**src/rtl/xy_mem_pkg.sv**
```systemverilog
// Shared defaults, FSM state type and size helper for the X/Y coordinate
// bank controller.
package xy_mem_pkg;

    localparam int unsigned DEF_DEPTH  = 256;
    localparam int unsigned DEF_ADDR_W = 8;
    localparam int unsigned DEF_DATA_W = 32;

    typedef enum logic {
        S_CLEAR,
        S_RUN
    } xy_state_t;

    // An arr_size of zero selects the whole bank.
    function automatic int unsigned size_eff_of(input logic [7:0] arr_size,
                                                input int unsigned depth);
        return (arr_size == 8'd0) ? depth : {24'd0, arr_size};
    endfunction

endpackage

```
**src/rtl/xy_wr_ptr.sv**
```systemverilog
// Strided, wrapping HPS write pointer with a saturating valid-entry count.
module xy_wr_ptr
    import xy_mem_pkg::*;
#(
    parameter int unsigned DEPTH  = DEF_DEPTH,
    parameter int unsigned ADDR_W = DEF_ADDR_W
) (
    input  logic              clk,
    input  logic              reset,
    input  logic              clr,
    input  logic              adv,
    input  logic [7:0]        incr,
    input  logic [7:0]        arr_size,
    output logic [ADDR_W-1:0] wr_ptr,
    output logic [ADDR_W:0]   count
);

    logic [ADDR_W:0] ptr_q;
    logic [ADDR_W:0] size_eff;
    logic [ADDR_W:0] nxt;
    logic [ADDR_W:0] cnt_nxt;

    always_comb begin
        size_eff = (ADDR_W+1)'(size_eff_of(arr_size, DEPTH));
        nxt      = ptr_q + (ADDR_W+1)'(incr);
        // A stride larger than the active size can still overshoot after one wrap.
        if (nxt >= size_eff) nxt = nxt - size_eff;
        if (nxt >= size_eff) nxt = '0;
        cnt_nxt  = (count >= size_eff) ? size_eff : count + (ADDR_W+1)'(1);
    end

    always_ff @(posedge clk or negedge reset) begin
        if (!reset) begin
            ptr_q <= '0;
            count <= '0;
        end else if (clr) begin
            ptr_q <= '0;
            count <= '0;
        end else if (adv) begin
            ptr_q <= nxt;
            count <= cnt_nxt;
        end
    end

    assign wr_ptr = ptr_q[ADDR_W-1:0];

endmodule

```
**src/rtl/xy_mem_ctrl.sv**
```systemverilog
// Sequencer for the X/Y M10K coordinate banks: zero-fill, strided HPS writes,
// single-requester reads. Define XYMEM_RD_BYPASS_EN to forward same-address writes.
module xy_mem_ctrl
    import xy_mem_pkg::*;
#(
    parameter int unsigned DEPTH  = DEF_DEPTH,
    parameter int unsigned ADDR_W = DEF_ADDR_W,
    parameter int unsigned DATA_W = DEF_DATA_W
) (
    input  logic              clk,
    input  logic              reset,
    input  logic              clear_req,
    output logic              clear_done,
    input  logic              hps_valid,
    output logic              hps_ready,
    input  logic [DATA_W-1:0] hps_x,
    input  logic [DATA_W-1:0] hps_y,
    input  logic [7:0]        incr,
    input  logic [7:0]        arr_size,
    output logic [ADDR_W:0]   count,
    input  logic              rd_req,
    input  logic [ADDR_W-1:0] rd_addr,
    output logic              rd_ready,
    output logic              rd_valid,
    output logic [DATA_W-1:0] rd_x,
    output logic [DATA_W-1:0] rd_y,
    output logic              mem_we,
    output logic [ADDR_W-1:0] mem_waddr,
    output logic [DATA_W-1:0] mem_x_d,
    output logic [DATA_W-1:0] mem_y_d,
    output logic [ADDR_W-1:0] mem_raddr,
    input  logic [DATA_W-1:0] mem_x_q,
    input  logic [DATA_W-1:0] mem_y_q
);

    localparam logic [ADDR_W-1:0] LAST_ADDR = ADDR_W'(DEPTH - 1);

    xy_state_t         state;
    logic              clr_we;
    logic [ADDR_W-1:0] clr_addr;
    logic              rdy_q;
    logic [ADDR_W-1:0] wr_ptr;
    logic              wr_acc;
    logic              rd_acc;
    logic              rd_hazard;

    // clear_req outranks a simultaneous HPS write.
    assign hps_ready = rdy_q & ~clear_req;
    assign wr_acc    = hps_valid & hps_ready;

`ifdef XYMEM_RD_BYPASS_EN
    assign rd_hazard = 1'b0;
`else
    assign rd_hazard = rd_req & wr_acc & (rd_addr == wr_ptr);
`endif

    assign rd_ready  = rdy_q & ~rd_hazard;
    assign rd_acc    = rd_req & rd_ready;

    assign mem_we    = clr_we | wr_acc;
    assign mem_waddr = wr_acc ? wr_ptr : clr_addr;
    assign mem_x_d   = wr_acc ? hps_x : '0;
    assign mem_y_d   = wr_acc ? hps_y : '0;
    assign mem_raddr = rd_addr;

    always_ff @(posedge clk or negedge reset) begin
        if (!reset) begin
            state      <= S_CLEAR;
            clr_we     <= 1'b0;
            clr_addr   <= '0;
            rdy_q      <= 1'b0;
            clear_done <= 1'b0;
            rd_valid   <= 1'b0;
        end else begin
            rd_valid <= rd_acc;
            case (state)
                S_CLEAR: begin
                    rdy_q      <= 1'b0;
                    clear_done <= 1'b0;
                    // clr_we low here only on the first cycle out of reset.
                    if (clear_req || !clr_we) begin
                        clr_we   <= 1'b1;
                        clr_addr <= '0;
                    end else if (clr_addr == LAST_ADDR) begin
                        clr_we     <= 1'b0;
                        clear_done <= 1'b1;
                        state      <= S_RUN;
                    end else begin
                        clr_addr <= clr_addr + ADDR_W'(1);
                    end
                end
                S_RUN: begin
                    clear_done <= 1'b0;
                    if (clear_req) begin
                        state    <= S_CLEAR;
                        clr_we   <= 1'b1;
                        clr_addr <= '0;
                        rdy_q    <= 1'b0;
                    end else begin
                        rdy_q <= 1'b1;
                    end
                end
                default: state <= S_CLEAR;
            endcase
        end
    end

    xy_wr_ptr #(
        .DEPTH (DEPTH),
        .ADDR_W(ADDR_W)
    ) u_wr_ptr (
        .clk     (clk),
        .reset   (reset),
        .clr     (clear_req),
        .adv     (wr_acc),
        .incr    (incr),
        .arr_size(arr_size),
        .wr_ptr  (wr_ptr),
        .count   (count)
    );

`ifdef XYMEM_RD_BYPASS_EN
    logic              byp_hit;
    logic [DATA_W-1:0] byp_x;
    logic [DATA_W-1:0] byp_y;

    // The bank returns old data on a same-address read-during-write.
    always_ff @(posedge clk or negedge reset) begin
        if (!reset) begin
            byp_hit <= 1'b0;
            byp_x   <= '0;
            byp_y   <= '0;
        end else begin
            byp_hit <= rd_acc & wr_acc & (rd_addr == wr_ptr);
            if (wr_acc) begin
                byp_x <= hps_x;
                byp_y <= hps_y;
            end
        end
    end

    always_comb begin
        rd_x = '0;
        rd_y = '0;
        if (rd_valid) begin
            rd_x = byp_hit ? byp_x : mem_x_q;
            rd_y = byp_hit ? byp_y : mem_y_q;
        end
    end
`else
    assign rd_x = rd_valid ? mem_x_q : '0;
    assign rd_y = rd_valid ? mem_y_q : '0;
`endif

endmodule

```
**config.mk**
```make
export PLATFORM = sky130hd
export DESIGN_NAME = xy_mem_ctrl
export DESIGN_NICKNAME = d
export VERILOG_FILES = /design/src/rtl/xy_mem_pkg.sv /design/src/rtl/xy_wr_ptr.sv /design/src/rtl/xy_mem_ctrl.sv
export SDC_FILE = /design/constraint.sdc
export NUM_CORES = 1
export LEC_CHECK = 0
export BUFFER_PORTS_ARGS = -buffer_cell sky130_fd_sc_hd__buf_2
export CAP_MARGIN = 20
export CORE_AREA = 2 2 123 125
export DETAILED_ROUTE_END_ITERATION = 12
export DIE_AREA = 0 0 125 127
export PLACE_DENSITY = 0.64
export SYNTH_ARGS = -nofsm -noshare
export SYNTH_HDL_FRONTEND = slang
export SYNTH_HIERARCHICAL = 1
export SYNTH_SLANG_ARGS = --single-unit
```
**constraint.sdc**
```tcl
create_clock -name clk -period 6.2 [get_ports clk]
set_clock_uncertainty 0.05 [all_clocks]
set_input_delay 0.93 -clock clk [delete_from_list [all_inputs] [get_ports clk]]
set_output_delay 0.93 -clock clk [all_outputs]
set_load 0.02 [all_outputs]
```
Yosys cells after proc, flatten, opt, wreduce, memory -nomap -nowiden

Index checks and enable logic that the tools add are counted.

Register bits after elaboration: 31
Input bits: 157
Output and inout port bits: 158
Logic and storage cells: 63

$add $sub $neg: 4
$lt $le $gt $ge: 3
Eq/ne operators: 5
Muxes and demuxes: 27
Bitwise gates (word level): 10
Reductions and logical operators: 6

Operators by type and width:

| cell                  | number |
|---|---|
| $mux W32              | 4 |
| $mux W9               | 8 |
| $mux W8               | 4 |
| $ge A9 B9 Y1          | 3 |
| $pmux W8 S2           | 1 |
| $add A9 B1 Y9 const B | 1 |
| $add A9 B8 Y9         | 1 |
| $sub A9 B9 Y9         | 1 |
| $add A8 B1 Y8 const B | 1 |
| $eq A8 B8 Y1          | 1 |
| $eq A8 B8 Y1 const B  | 1 |
| $logic_not A8 Y1      | 1 |
| $pmux W1 S2           | 4 |
| $and A1 B1 Y1         | 6 |
| $mux W1               | 6 |
| $ne A3 B3 Y1 const B  | 2 |
| $reduce_and A2 Y1     | 2 |
| $not A1 Y1            | 3 |
| $ne A2 B2 Y1 const B  | 1 |
| $reduce_bool A2 Y1    | 1 |
| $logic_not A1 Y1      | 1 |
| $logic_or A1 B1 Y1    | 1 |
| $or A1 B1 Y1          | 1 |

Longest topological paths before layout

Word-level depth: 8
Mapped depth: 22
Depth with buffers taken out: 21

Hierarchy

Netlist, hierarchy kept.

Modules (own cells, without submodules):

| module      | times used | cells each | area each (um^2) | seq. area each (um^2) |
|---|---|---|---|---|
| xy_wr_ptr   | 1          | 255        | 2254.7           | 450.4 |
| xy_mem_ctrl | 1          | 244        | 1818.0           | 325.3 |

Least setup slack after synthesis

No wires, ideal clock.

Path type: input to register
Start: input port incr[0]
End: register u_wr_ptr.ptr_q[8]
Setup time: 0.067 ns
Arrival: 4.996 ns
Required time: 6.083 ns
Slack: 1.087 ns
Cell stages on the path: 19
Buffers on the path: 0
Cells stage by stage: ha_1 -> inv_1 -> fa_1 -> nor2b_1 -> o211ai_1 -> a31oi_1 -> nor2_1 -> xnor2_1 -> ha_1 -> or2_2 -> o32ai_1 -> mux2_2 -> ha_1 -> nand4_1 -> o21bai_1 -> a2111oi_0 -> o31a_1 -> and3_2 -> a221o_1

Longest elaborated chain between the ends: 7
Elaborated cells between the ends (all ways): 8
Classes of those cells: add/sub: 2; order compare: 2; mux: 4

RTL lines:

| element                                              | line              | source |
|---|---|---|
| from (decl)                                          | xy_mem_ctrl.sv:18 | `input logic [7:0] incr,` |
| $add A9 B8 Y9 *                                      | xy_wr_ptr.sv:25   | `nxt = ptr_q + (ADDR_W+1)'(incr);` |
| $sub A9 B9 Y9 / $ge A9 B9 Y1 (equally long branches) | xy_wr_ptr.sv:27   | `if (nxt >= size_eff) nxt = nxt - size_eff;` |
| $mux W9 *                                            | xy_wr_ptr.sv:27   |  |
| $ge A9 B9 Y1                                         | xy_wr_ptr.sv:28   | `if (nxt >= size_eff) nxt = '0;` |
| $mux W9 *                                            | xy_wr_ptr.sv:28   |  |
| $mux W9 *                                            | xy_wr_ptr.sv:39   | `end else if (adv) begin` |
| $mux W9 *                                            | xy_wr_ptr.sv:36   | `end else if (clr) begin` |
| to (signal assigned)                                 | xy_wr_ptr.sv:40   | `ptr_q <= nxt;` |
| to (decl)                                            | xy_wr_ptr.sv:18   | `logic [ADDR_W:0] ptr_q;` |

Every way passes the cells marked *; elsewhere a longest branch is shown, timed or not. The select of a mux whose other input is x is not followed.
A chain may end at the register's enable or synchronous reset.

Worst setup path after layout

Ends and elaborated chain as after synthesis.

==> flow_metrics.env <==
export IMPL_path_class="primary input to flip-flop"
export IMPL_ys_top_cells_by_count="and3_1, and2_1, ha_1, dfrtp_1, nand2_1"
export IMPL_first_pass_iters=5
export IMPL_place_congestion=0.961
export IMPL_grt_pass1_vias=4489
export IMPL_syn_num_nets=695
export IMPL_io_buffers=314
export IMPL_dpl_hpwl_um=14900
export IMPL_fin_crit_sh_pct=87.8
export IMPL_setup_tns_ps=0
export IMPL_syn_avg_cell_area_um2=8.16
export IMPL_final_util_pct=40.1
export IMPL_worstPathArrival_ps=5600
export IMPL_core_area_mm2=0.0144
export IMPL_grt_setup_unrepaired="no"
export IMPL_synthDominantCellAreaShare_pct=19.0
export IMPL_num_io_pins=315
export IMPL_drt_initial_drc_count=271
export IMPL_fin_total_pwr_mw=0.668
export IMPL_cts_hold_buffers=0
export IMPL_hold_viol_final=0
export IMPL_antenna_found_initial=0
export IMPL_critical_path_required_ps=6360
export IMPL_initial_utilization_pct=28.2
export IMPL_via_count=4782
export IMPL_gr_total_overflow=0
export IMPL_dieHeight_um=127
export IMPL_start_kind="primary input"
export IMPL_clkLatencyLatePin_ps=280
export IMPL_cts_sinks=31
export IMPL_cp_slowest_cell="a2111oi_0"
export IMPL_area_delta_synth_final_pct=42.2
export IMPL_ys_seq_elements=31
export IMPL_grtUsageTotal_pct=21.5
export IMPL_h_tree_depth=2
export IMPL_p_per_area_mw_per_mm2=115
export IMPL_timing_hold_ws_ps=469
export IMPL_slew_violations=0
export IMPL_cp_end_kind="flip-flop"
export IMPL_via_per_inst=4.98
export IMPL_ir_drop_mv=0.119
export IMPL_maxCapViolations=0
export IMPL_root_buffer="clkbuf_16"
export IMPL_crit_chain="buf_2, ha_1, inv_1, fa_1, nor2b_1, o211ai_1, nand3b_1, xor2_1, ha_1, a21o_1, nand2_1, o21ai_0, o32ai_1, mux2_2, ha_1, nand4_1, o21bai_1, a2111oi_0, o31a_1, and3_2, a221o_1"
export IMPL_crit_top_cell="ha_1"
export IMPL_placementRows=44
export IMPL_dieArea_mm2=0.0159
export IMPL_ys_flop_type="dfrtp_1"
export IMPL_tightest_slew_ps=859
export IMPL_clockBufferDepth=2
export IMPL_antenna_left=0
export IMPL_max_freq_mhz=184
export IMPL_leakage_nw=3.58
export IMPL_worstPathMaxFanout=8
export IMPL_synth_edf_count=0
export IMPL_yosysWarnings=6
export IMPL_max_stage_delay_ps=520
export IMPL_grt_max_degree=66
export IMPL_critPathBufInv=2
export IMPL_synth_cells=499
export IMPL_syn_area_mm2=0.00407
export IMPL_diodes=0
export IMPL_tritoncts="yes"
export IMPL_n_fill_cell=1513
export IMPL_yosysUniqueCellTypes=65
export IMPL_yosysMostFrequentCell="and3_1"
export IMPL_grt_pass1_wl_um=26800
export IMPL_finalCriticalPeriod_ps=5440
export IMPL_post_cts_resized=0
export IMPL_place_area_mm2=0.00565
export IMPL_die_w_um=125
export IMPL_reg2reg_slack_ps=940
export IMPL_nNetsFinal=972
export IMPL_synth_area_top_cells="dfrtp_1, ha_1, and3_1"
export IMPL_slew_headroom_pct=42.6
export IMPL_drc_errors=0
export IMPL_async_flop_share_pct=100
export IMPL_yosysTopAreaCell="dfrtp_1"
export IMPL_crit_family="compound AO/OA/AOI/OAI gates"
export IMPL_drt_total_wl_um=18000
export IMPL_seq_area_frac_synth_pct=19.0
export IMPL_cts_clk_slew_worst_paths_ps=60
export IMPL_layout_drive_gt1_share_pct=45.5
export IMPL_status="complete, no violations"
export IMPL_hp_class="flip-flop to flip-flop"
export IMPL_cts_setup_buffers=0
export IMPL_cts_made_buffers=5
export IMPL_wl_per_cell_um=18.7
export IMPL_setup_viol=0
export IMPL_final_cell_area_mm2=0.00579
==> kinds of logic after synthesis <==
group	count (synthesis)	share of synthesized area (%)
muxes	18	5.38
DFF	31	19.0
AOI/OAI and AO/OA	97	17.7
buffers and inverters	70	8.45
and+or+nand+nor	222	32.4
xor gates and xnor gates	22	4.73
adders and majority gates	39	12.4
==> area by class of cell <==
type,instances,area [um2],area share (%)
Tap cell,184,230,3.98
Clock inverter,1,5.00,0.0864
Sequential cell,31,776,13.4
Multi-Input combinational cell,398,2960,51.1
Timing Repair Buffer,317,1590,27.5
Clock buffer,6,139,2.40
Inverter,23,86.3,1.49
==> worst register-to-register path: cells and delay by family (launching register included) <==
family | cells | cell delay (ps)
buffers and inverters | 1 | 50
XOR/XNOR | 1 | 230
AO/OA/AOI/OAI | 8 | 2030
adder cells (fa/ha/maj) | 4 | 1260
multiplexers | 1 | 420
flip-flops | 1 | 480
AND/OR/NAND/NOR | 5 | 690
==> cell usage in the layout, fill, tap and decap left out, types with 6 or more instances in the layout <==
cell,Yosys,layout
a2bb2oi_1,6,6
and3_1,69,69
a31oi_1,16,16
dfrtp_1,31,31
o21ai_0,13,13
nand2_1,27,27
a21o_1,9,9
nand3_1,11,11
nor2_1,10,10
xnor2_1,6,6
ha_1,37,37
xor2_1,16,16
buf_2,2,314
inv_1,22,22
mux2_2,11,11
and2_1,66,66
a21oi_1,12,12
a22o_1,6,6
==> worst paths after layout <==
check,depth (start not counted),end,startpoint
min in group asynchronous,1,u_wr_ptr/count[4],reset
worst max-delay path,21,u_wr_ptr/ptr_q[8],incr[0]
max in group asynchronous,1,u_wr_ptr/ptr_q[5],reset
worst max register to register,20,u_wr_ptr/ptr_q[8],u_wr_ptr/ptr_q[0]
worst min register to register,2,rd_valid,rdy_q
worst min-delay path,2,rd_valid,rdy_q
==> state kept, by name, indices dropped and copies added, names as in the netlist <==
register and count:
clear_done 1, rdy_q 1, u_wr_ptr/count 9, clr_we 1
clr_addr 8, rd_valid 1, state 1, u_wr_ptr/ptr_q 9
==> report_power, final <==
group,internal [mW],switching [mW]
logic,0.0973,0.110
clock network,0.156,0.0881
registers,0.207,0.00956
==> metal layers <==
layer  vias up  track usage [%]  share of wire [%]
li1       2350                -                  -
met1      2210             28.1                 43
met2       202             35.9                 48
met3        20             4.86                7.4
met4         0             5.49                2.0
met5         -                0                  0
==> stage by stage <==
stage                     std cells  setup slack (ps)
after floorplan                 499              1090
after global placement          953               593
after detailed placement        953               518
after CTS                       960               791
after global routing            960               429
final                           960               759
(Power assumes the default switching activity.)
